<file path="src/rtl/serial_adder_if.sv">
// Request/result bundle for serial_adder: operands and start from the master,
// handshake status and result from the slave.
interface serial_adder_if #(
  parameter int WIDTH = 8
);
  logic             start;
  logic [WIDTH-1:0] a;
  logic [WIDTH-1:0] b;
  logic             cin;
  logic             sub;
  logic             ready;
  logic             busy;
  logic             done;
  logic [WIDTH-1:0] sum;
  logic             cout;

  modport master (
    output start, a, b, cin, sub,
    input  ready, busy, done, sum, cout
  );

  modport slave (
    input  start, a, b, cin, sub,
    output ready, busy, done, sum, cout
  );
endinterface

</file>
<file path="src/rtl/serial_adder.sv">
// Bit-serial WIDTH-bit adder: one full-adder cell, LSB first, one bit per clock.
// Optional subtract path is built only when SERIAL_ADDER_SUB_EN is defined.
module serial_adder #(
  parameter  int WIDTH = 8,
  localparam int CNT_W = $clog2(WIDTH + 1)
) (
  input  logic          clk,
  input  logic          rst,
  serial_adder_if.slave bus,
  output logic [1:0]    dbg_state_o
);

  // Handshake: a request is accepted on any rising edge where start=1 and
  // ready=1; done pulses for one cycle when sum/cout become valid.
  typedef enum logic [1:0] {
    IDLE = 2'd0,
    RUN  = 2'd1,
    DONE = 2'd2
  } state_e;

  state_e             state_q, state_d;
  logic [WIDTH-1:0]   a_sh_q, a_sh_d;
  logic [WIDTH-1:0]   b_sh_q, b_sh_d;
  logic               carry_q, carry_d;
  logic [CNT_W-1:0]   cnt_q, cnt_d;
  logic [WIDTH-1:0]   sum_q, sum_d;
  logic               cout_q, cout_d;
  logic               accept;
  logic               fa_s;
  logic               fa_c;
  logic               last_bit;

  assign fa_s     = a_sh_q[0] ^ b_sh_q[0] ^ carry_q;
  assign fa_c     = (a_sh_q[0] & b_sh_q[0]) | (a_sh_q[0] & carry_q) | (b_sh_q[0] & carry_q);
  assign accept   = (state_q != RUN) && bus.start;
  assign last_bit = (cnt_q == CNT_W'(WIDTH - 1));

`ifndef SERIAL_ADDER_SUB_EN
  logic sub_unused;
  assign sub_unused = bus.sub;
`endif

  always_comb begin
    state_d = state_q;
    a_sh_d  = a_sh_q;
    b_sh_d  = b_sh_q;
    carry_d = carry_q;
    cnt_d   = cnt_q;
    sum_d   = sum_q;
    cout_d  = cout_q;

    case (state_q)
      IDLE:    if (bus.start) state_d = RUN;
      RUN:     if (last_bit) state_d = DONE;
      DONE:    state_d = bus.start ? RUN : IDLE;
      default: state_d = IDLE;
    endcase

    if (accept) begin
      a_sh_d = bus.a;
      cnt_d  = '0;
`ifdef SERIAL_ADDER_SUB_EN
      // a - b computed as a + ~b + 1; cout=1 then means no borrow.
      b_sh_d  = bus.sub ? ~bus.b : bus.b;
      carry_d = bus.sub ? 1'b1 : bus.cin;
`else
      b_sh_d  = bus.b;
      carry_d = bus.cin;
`endif
    end

    if (state_q == RUN) begin
      sum_d   = {fa_s, sum_q[WIDTH-1:1]};
      a_sh_d  = {1'b0, a_sh_q[WIDTH-1:1]};
      b_sh_d  = {1'b0, b_sh_q[WIDTH-1:1]};
      carry_d = fa_c;
      cnt_d   = cnt_q + 1'b1;
      if (last_bit) cout_d = fa_c;
    end
  end

  always_ff @(posedge clk or posedge rst) begin
    if (rst) begin
      state_q <= IDLE;
      a_sh_q  <= '0;
      b_sh_q  <= '0;
      carry_q <= 1'b0;
      cnt_q   <= '0;
      sum_q   <= '0;
      cout_q  <= 1'b0;
    end else begin
      state_q <= state_d;
      a_sh_q  <= a_sh_d;
      b_sh_q  <= b_sh_d;
      carry_q <= carry_d;
      cnt_q   <= cnt_d;
      sum_q   <= sum_d;
      cout_q  <= cout_d;
    end
  end

  assign bus.ready   = (state_q != RUN);
  assign bus.busy    = (state_q == RUN);
  assign bus.done    = (state_q == DONE);
  assign bus.sum     = sum_q;
  assign bus.cout    = cout_q;
  assign dbg_state_o = state_q;

endmodule

</file>
<file path="src/flat_wrapper.sv">
// flat-port wrapper written by rule: the top's interface ports become plain ports
module serial_adder_flat 
#(
  parameter  int WIDTH = 8,
  localparam int CNT_W = $clog2(WIDTH + 1)
)
  (clk, rst, dbg_state_o, bus_start, bus_a, bus_b, bus_cin, bus_sub, bus_ready, bus_busy, bus_done, bus_sum, bus_cout);
  serial_adder_if #(.WIDTH(WIDTH)) bus_i ();
  input  logic clk;
  input  logic rst;
  output logic [1:0] dbg_state_o;
  input wire logic [$bits(bus_i.start)-1:0] bus_start;
  input wire logic [$bits(bus_i.a)-1:0] bus_a;
  input wire logic [$bits(bus_i.b)-1:0] bus_b;
  input wire logic [$bits(bus_i.cin)-1:0] bus_cin;
  input wire logic [$bits(bus_i.sub)-1:0] bus_sub;
  output wire logic [$bits(bus_i.ready)-1:0] bus_ready;
  output wire logic [$bits(bus_i.busy)-1:0] bus_busy;
  output wire logic [$bits(bus_i.done)-1:0] bus_done;
  output wire logic [$bits(bus_i.sum)-1:0] bus_sum;
  output wire logic [$bits(bus_i.cout)-1:0] bus_cout;
  assign bus_i.start = bus_start;
  assign bus_i.a = bus_a;
  assign bus_i.b = bus_b;
  assign bus_i.cin = bus_cin;
  assign bus_i.sub = bus_sub;
  assign bus_ready = bus_i.ready;
  assign bus_busy = bus_i.busy;
  assign bus_done = bus_i.done;
  assign bus_sum = bus_i.sum;
  assign bus_cout = bus_i.cout;
  serial_adder #(.WIDTH(WIDTH)) u_core (.clk(clk), .rst(rst), .bus(bus_i), .dbg_state_o(dbg_state_o));
endmodule
</file>
<file path="config.mk">
export PLATFORM = sky130hd
export DESIGN_NAME = serial_adder_flat
export DESIGN_NICKNAME = d
export VERILOG_FILES = /design/src/rtl/serial_adder_if.sv /design/src/rtl/serial_adder.sv /design/src/flat_wrapper.sv
export SDC_FILE = /design/constraint.sdc
export NUM_CORES = 1
export LEC_CHECK = 0
export ABC_AREA = 1
export CORE_UTILIZATION = 61
export DETAILED_ROUTE_END_ITERATION = 10
export DONT_BUFFER_PORTS = 1
export PLACE_DENSITY = 0.89
export SLEW_MARGIN = 20
export SYNTH_ARGS = -nofsm -noshare
export SYNTH_HDL_FRONTEND = slang
export SYNTH_SLANG_ARGS = --single-unit
</file>
<file path="constraint.sdc">
create_clock -name clk -period 1.35 [get_ports clk]
set_input_delay 0.2025 -clock clk [delete_from_list [all_inputs] [get_ports clk]]
set_output_delay 0.2025 -clock clk [all_outputs]
set_load 0.005 [all_outputs]
</file>
==> key figures <==
Synth
  – Synth Register Bits: 32
  – Mapped cell area: 1480 µm²
  – Area fraction of the dominant cell type after synthesis: 54.1%
  – Mapped Cells: 162
  – Main area contributors after synthesis: dfrtp_1 54%, nand2_1 15%, nand3_1 12%, nand2_2 4.2%, buf_6 3.8%
  – Avg Cell Area, Syn: 9.13 µm²
  – YS warnings: 0
  – Sequential cell area fraction in the yosys report: 54.1%
  – Area leader, netlist: dfrtp_1
  – Unique cell type count in the Yosys netlist: 18
  – Syn nets: 185

Timing
  – Clock skew: 0.0147 ns
  – Max-slew violations: 0
  – Setup tns final: 0 ns
  – Crit share post-route: 97.6%
  – Setup Viol. Count Final: 0
  – Worst rel slew slack: 74.0%
  – Hold WS: -0.000313 ns
  – Fmax: 0.759 GHz
  – Least-Margin Pin Slew: 0.389 ns
  – RSZ-0062 raised after global routing: yes
  – Hold Fails Final Rpt: 1
  – Final min period: 1.32 ns

Drt
  – Post-DR wirelength/cell: 14.7 µm
  – Met2 WL: 1.47 mm
  – WL met3: 192 µm
  – Iteration-0 DRC count of the detailed router: 45
  – TritonRoute pass-1 iters: 4
  – DR vias/cell: 5.65
  – Routed wire length: 2.94 mm
  – Top layer in use: met4
  – Remaining antenna violation count: 0
  – Vias after detailed routing: 1130
  – Post-route DRC: 0
  – WL met1: 1.26 mm

Setup path
  – CP startpoint: u_core.dbg_state_o[1]
  – Critical path fanouts, max: 20
  – Kind of critical path: flop to output port
  – Crit path required time: 1.15 ns
  – Startpoint Class: flop
  – CP arrival: 1.11 ns
  – Worst r2r src: u_core.dbg_state_o[0]
  – Crit. End Element: output port
  – Reg2Reg Depth: 7

Die
  – Die area: 2630 µm²
  – Die X-Extent: 51.2 µm
  – # IOs: 35
  – Core area: 2250 µm²
  – Starting Density: 65.6%
  – Die height: 51.2 µm
  – Rows: 17

Pwr
  – Net Switching: 1.46 mW
  – Sw Ratio: 37.3%
  – Pleak: 0.831 nW
  – Power Density: 2360 nW/µm²
  – Comb power frac: 35.2%
  – P_int: 2.44 mW
  – VDD IR-drop max: 0.00144 V
  – Total Power Consumption: 3.90 mW
  – Clock power share: 20.9%
  – Seq pwr share: 43.8%

Clocking
  – CTS tree: yes
  – CTS Buffer Depth: 2
  – Num CTS Buffers: 5
  – Reg clk slew, reported paths: 0.11 ns
  – CTS sink cnt: 32
  – H-tree depth: 2
  – Clock Tree Root: clkbuf_4
  – Clock Latency Late Sink: 0.33 ns

Min path
  – Min-delay worst type: primary input to flop
  – Worst hold path depth: 2
  – Hold Path Origin: bus_b[7]

Finish
  – Diode count: 0
  – Syn-to-layout area delta: 11.6%
  – Finished Layout Cells: 200
  – Fill count: 173
  – Post-layout nets: 194
  – Fraction of layout cells with a size suffix above 1: 19.8%

Placed design
  – Post-DP HPWL: 1.87 mm
  – Cells after DPL: 186
  – Routability cong.: 0.724
  – I/O Buffers: 0

GRT
  – Global-route wire length before repair: 4.58 mm
  – Initial antenna violation count: 0
  – Tot GR Track Use: 24.6%
  – Largest net degree at the start of global routing: 33
  – Vias in the first global route: 1053
  – GRT overflow: 0

Job
  – Max-Cap Viols: 0

Run status
  – Failing checks: hold timing
  – Outcome: complete, but fails checks
[state kept, by name, summed over array words and instances (netlist names)]
signal / flops
u_core.cnt_q: 4
u_core.a_sh_q: 8
u_core.bus.cout: 1
u_core.dbg_state_o: 2
u_core.bus.sum: 8
u_core.carry_q: 1
u_core.b_sh_q: 8
[cell usage in the layout (no fill, tap or decap), drive strengths merged]
| cell | netlist | layout |
|---|---|---|
| dfrtp | 32 | 32 |
| nand4 | 1 | 1 |
| xnor2 | 1 | 1 |
| fa | 1 | 1 |
| ha | 1 | 1 |
| inv | 5 | 5 |
| nand2 | 68 | 68 |
| clkbuf | 0 | 7 |
| dlygate4sd3 | 0 | 2 |
| nor2 | 4 | 5 |
| nand3 | 35 | 35 |
| buf | 9 | 8 |
| o21ai | 5 | 5 |
| bufinv | 0 | 1 |
[cells in the mapped netlist]
master,n
nand2_1,58
nand3_1,35
dfrtp_1,32
nand2_2,10
buf_6,5
inv_1,4
o21ai_0,4
buf_2,2
buf_4,2
nor2_8,2
fa_1,1
ha_1,1
inv_2,1
nand4_1,1
nor2_1,1
nor2_2,1
o21ai_1,1
xnor2_1,1
[kinds of logic (layout without fill, tap and decap cells)]
family	after synthesis	in the layout	synth area share, %
compound gates	5	5	1.69
flops	32	32	54.1
fa+ha+maj	2	2	2.20
xor+xnor	1	1	0.592
simple gates	108	109	34.6
buf+inv	14	23	6.77
[path summary, 6_finish.rpt]
check | to | slack [ns]
min in group asynchronous | u_core.b_sh_q[5] | 0.40
worst max register to register | u_core.b_sh_q[2] | 0.08
worst min register to register | u_core.a_sh_q[7] | 0.49
max in group asynchronous | u_core.dbg_state_o[0] | 0.63
worst max-delay path | bus_ready | 0.03
worst min-delay path | u_core.b_sh_q[7] | -0.0003
[cell type report]
class | instances | area, µm² | share of cell area, %
flip-flops and latches | 32 | 803 | 48.7
multi-input cells | 117 | 589 | 35.7
repair buffers | 10 | 109 | 6.60
clock buffers | 7 | 65.1 | 3.94
well taps | 28 | 35.0 | 2.12
clock inverters | 1 | 30.0 | 1.82
inverters | 5 | 18.8 | 1.14
[power by group through the flow]
stage	Combinational, mW	Sequential [mW]	Clock [mW]
after floorplan	1.06	1.64	0
after global placement	1.17	1.69	0
after detailed placement	1.23	1.72	0
after CTS	1.29	1.70	0.818
after global routing	1.56	1.77	0.852
final	1.37	1.71	0.815
[critical path: stages (launching register included)]
cell	delay [ns]
dfrtp_2	0.48
inv_2	0.08
nand2_2	0.07
buf_12	0.15
[per-layer routing]
layer,up-vias,track usage (%)
li1,540,-
met1,545,32.9
met2,41,38.2
met3,4,7.14
met4,0,9.46
met5,-,0
[stage by stage]
step / instance area, µm² / worst slack (ns) / hold WS [ns] / util, %
6_report: 1650 / 0.0327 / -0.000313 / 73.2
5_1_grt: 1650 / -0.00526 / 0.0191 / 73.2
4_1_cts: 1610 / -0.0101 / 0.00403 / 71.4
3_5_place_dp: 1480 / 0.157 / 0.196 / 65.8
3_3_place_gp: 1480 / 0.197 / 0.188 / 65.8
2_1_floorplan: 1480 / 0.251 / 0.319 / -
[repair_timing]
action	4_1_cts	5_1_grt
resized for setup	2	2
setup buffers	1	2
hold buffers	2	0
pin swaps	1	2
endpoints found under the hold margin	33	0
endpoints found under the setup margin	2	23
gates cloned	0	1
No activity file was read; power rests on OpenSTA's default activity.
==> RTL change: new RTL, same flow settings <==
Take the reset off `b_sh_q` and load it in a clocked block of its own.
--- a/src/rtl/serial_adder.sv
+++ b/src/rtl/serial_adder.sv
@@ -83,7 +83,6 @@
     if (rst) begin
       state_q <= IDLE;
       a_sh_q  <= '0;
-      b_sh_q  <= '0;
       carry_q <= 1'b0;
       cnt_q   <= '0;
       sum_q   <= '0;
@@ -91,12 +90,15 @@
     end else begin
       state_q <= state_d;
       a_sh_q  <= a_sh_d;
-      b_sh_q  <= b_sh_d;
       carry_q <= carry_d;
       cnt_q   <= cnt_d;
       sum_q   <= sum_d;
       cout_q  <= cout_d;
     end
+  end
+
+  always_ff @(posedge clk) begin
+    b_sh_q <= b_sh_d;
   end
 
   assign bus.ready   = (state_q != RUN);
Function: same outputs for any inputs over 10 cycles, from zero or initial values and one cycle with rst high; that may be too few to reach the edited logic, so the function may still have changed.
==> RTL change against the original RTL <==
Non-clock buffer count is 4 higher; synthesized area is 5.3% lower; maximum frequency hardly changed; global-route usage is 2.0 points higher; count of clock-buffer cells in the layout is 2 lower; final area is 5.2% lower; setup slack worse by 0.00070 ns; die area is 5.1% lower; combinational power is 5% lower; synthesized cell count is 4.3% lower; sequential power is 4% higher; routed wire length is 4.2% lower; total power is 8.1% lower; sequential cell count stayed put; largest cell class unchanged.
==> RTL change: results <==
group,metric,value,unit
routing,wl_met2,1.53,mm
finish,drive_gt1_share,13.5,%
finish,finish.utilization,75.9,%
logic_synthesis,ys_warn_count,0,
place,pre_cts_slack,0.0524,ns
logic_synthesis,synthArstFlopShare,75.0,%
logic_synthesis,synth_cell_type_count,22,
timing,worst_clock_skew,0.00537,ns
routing,wl,2.82,mm
cts,numCtsBuffers,5,
logic_synthesis,synthCells,155,
routing,dr.pass1.iters,4,
logic_synthesis,synthFlopType,"dfrtp_1",
outcome,status,"finished, final reports clean",
global_routing,use_met3,6.79,%
critical_path,slowest_stage,"dfrtp_2",
place,finalWeightedCongestion,0.719,
global_routing,antenna_found_initial,0,
routing,top_layer,"met4",
pwr,peakVddDrop,1480,uV
global_routing,globalRouteMet1Util,29.6,%
logic_synthesis,synth_edf_count,7,
routing,drt-initial-drc-count,35,
place,place_area,0.00143,mm2
global_routing,grt_max_degree,25,
routing,drt-met1-wl,1.13,mm
min_path,hold_class,"in2reg",
global_routing,grt_pass1_wl,4.82,mm
logic_synthesis,synthTopCellsByArea,"dfrtp_1, nand2_1, edfxtp_1, nand3_1, inv_1",
critical_path,cp_max_fo,11,
cts,clockBufferDepth,2,
cts,clock_latency,0.33,ns
cts,cts_max_level,2,
global_routing,track_usage,26.6,%
place,hpwlAfterDp,1.95,mm
timing,slew_headroom,74.6,%
critical_path,worstPathArrival,1.12,ns
pwr,p_leak,0.790,nW
routing,wl_met3,148,um
critical_path,max_stage_delay,0.45,ns
place,port_buffers,0,
routing,vias,1091,
routing,viasPerCell,5.51,
cts,clk_pin_slew,0.10,ns
logic_synthesis,synth.yosys.seq_area_share,59.3,%
cts,cts_root_buffer,"clkbuf_4",
finish,fin_nets,193,
place,dp.cells,182,
finish,antennaDiodeCount,0,
finish,final.fill_count,141,
global_routing,use_met2,49.5,%
logic_synthesis,ys_top_cells_by_count,"nand2_1, dfrtp_1, nand3_1",
-- RTL change: worst paths after layout --
kind | startpoint | endpoint | slack (ns) | cells past startpoint
max reg2reg | u_core.dbg_state_o[0] | u_core.b_sh_q[0] | 0.11 | 6
min in group asynchronous | rst | u_core.bus.sum[7] | 0.36 | 3
max in group asynchronous | rst | u_core.dbg_state_o[0] | 0.74 | 3
min reg2reg | u_core.b_sh_q[7] | u_core.b_sh_q[7] | 0.49 | 2
min | bus_a[0] | u_core.a_sh_q[0] | 0.03 | 2
max | u_core.dbg_state_o[1] | bus_ready | 0.03 | 3
-- RTL change: critical path, delay by kind of cell (launching register included) --
family                 cells  cell delay (ns)
buffers and inverters      2             0.27
DFF                        1             0.45
and+or+nand+nor            1             0.06
-- RTL change: cells by family after synthesis --
group                      Yosys count  share of synthesized area [%]
DFF                                 32                           59.3
and+or+nand+nor                    101                           30.1
AOI/OAI and AO/OA                    6                           2.23
adders and majority gates            2                           2.32
buffers and inverters               14                           5.99
-- RTL change: power breakdown --
group | total [mW] | switching [mW] | leakage [nW] | internal (mW)
registers | 1.78 | 0.320 | 0.386 | 1.46
logic | 1.30 | 0.778 | 0.372 | 0.518
clock network | 0.507 | 0.316 | 0.0324 | 0.191
total | 3.58 | 1.41 | 0.790 | 2.17
-- RTL change: cell type report --
class	instances	share of cell area, %
clock buffer	5	2.40
clock inverter	3	0.879
inverter	8	1.92
multi-input combinational	109	31.5
sequential	32	53.2
tap	27	2.16
timing repair buffer	14	7.91
-- RTL change: repair_timing --
action,in CTS,in global routing
endpoints found under the setup margin,1,20
endpoints found under the hold margin,29,0
hold buffers,6,0
pin swaps,1,0
resized for setup,0,5
buffers inserted,2,0
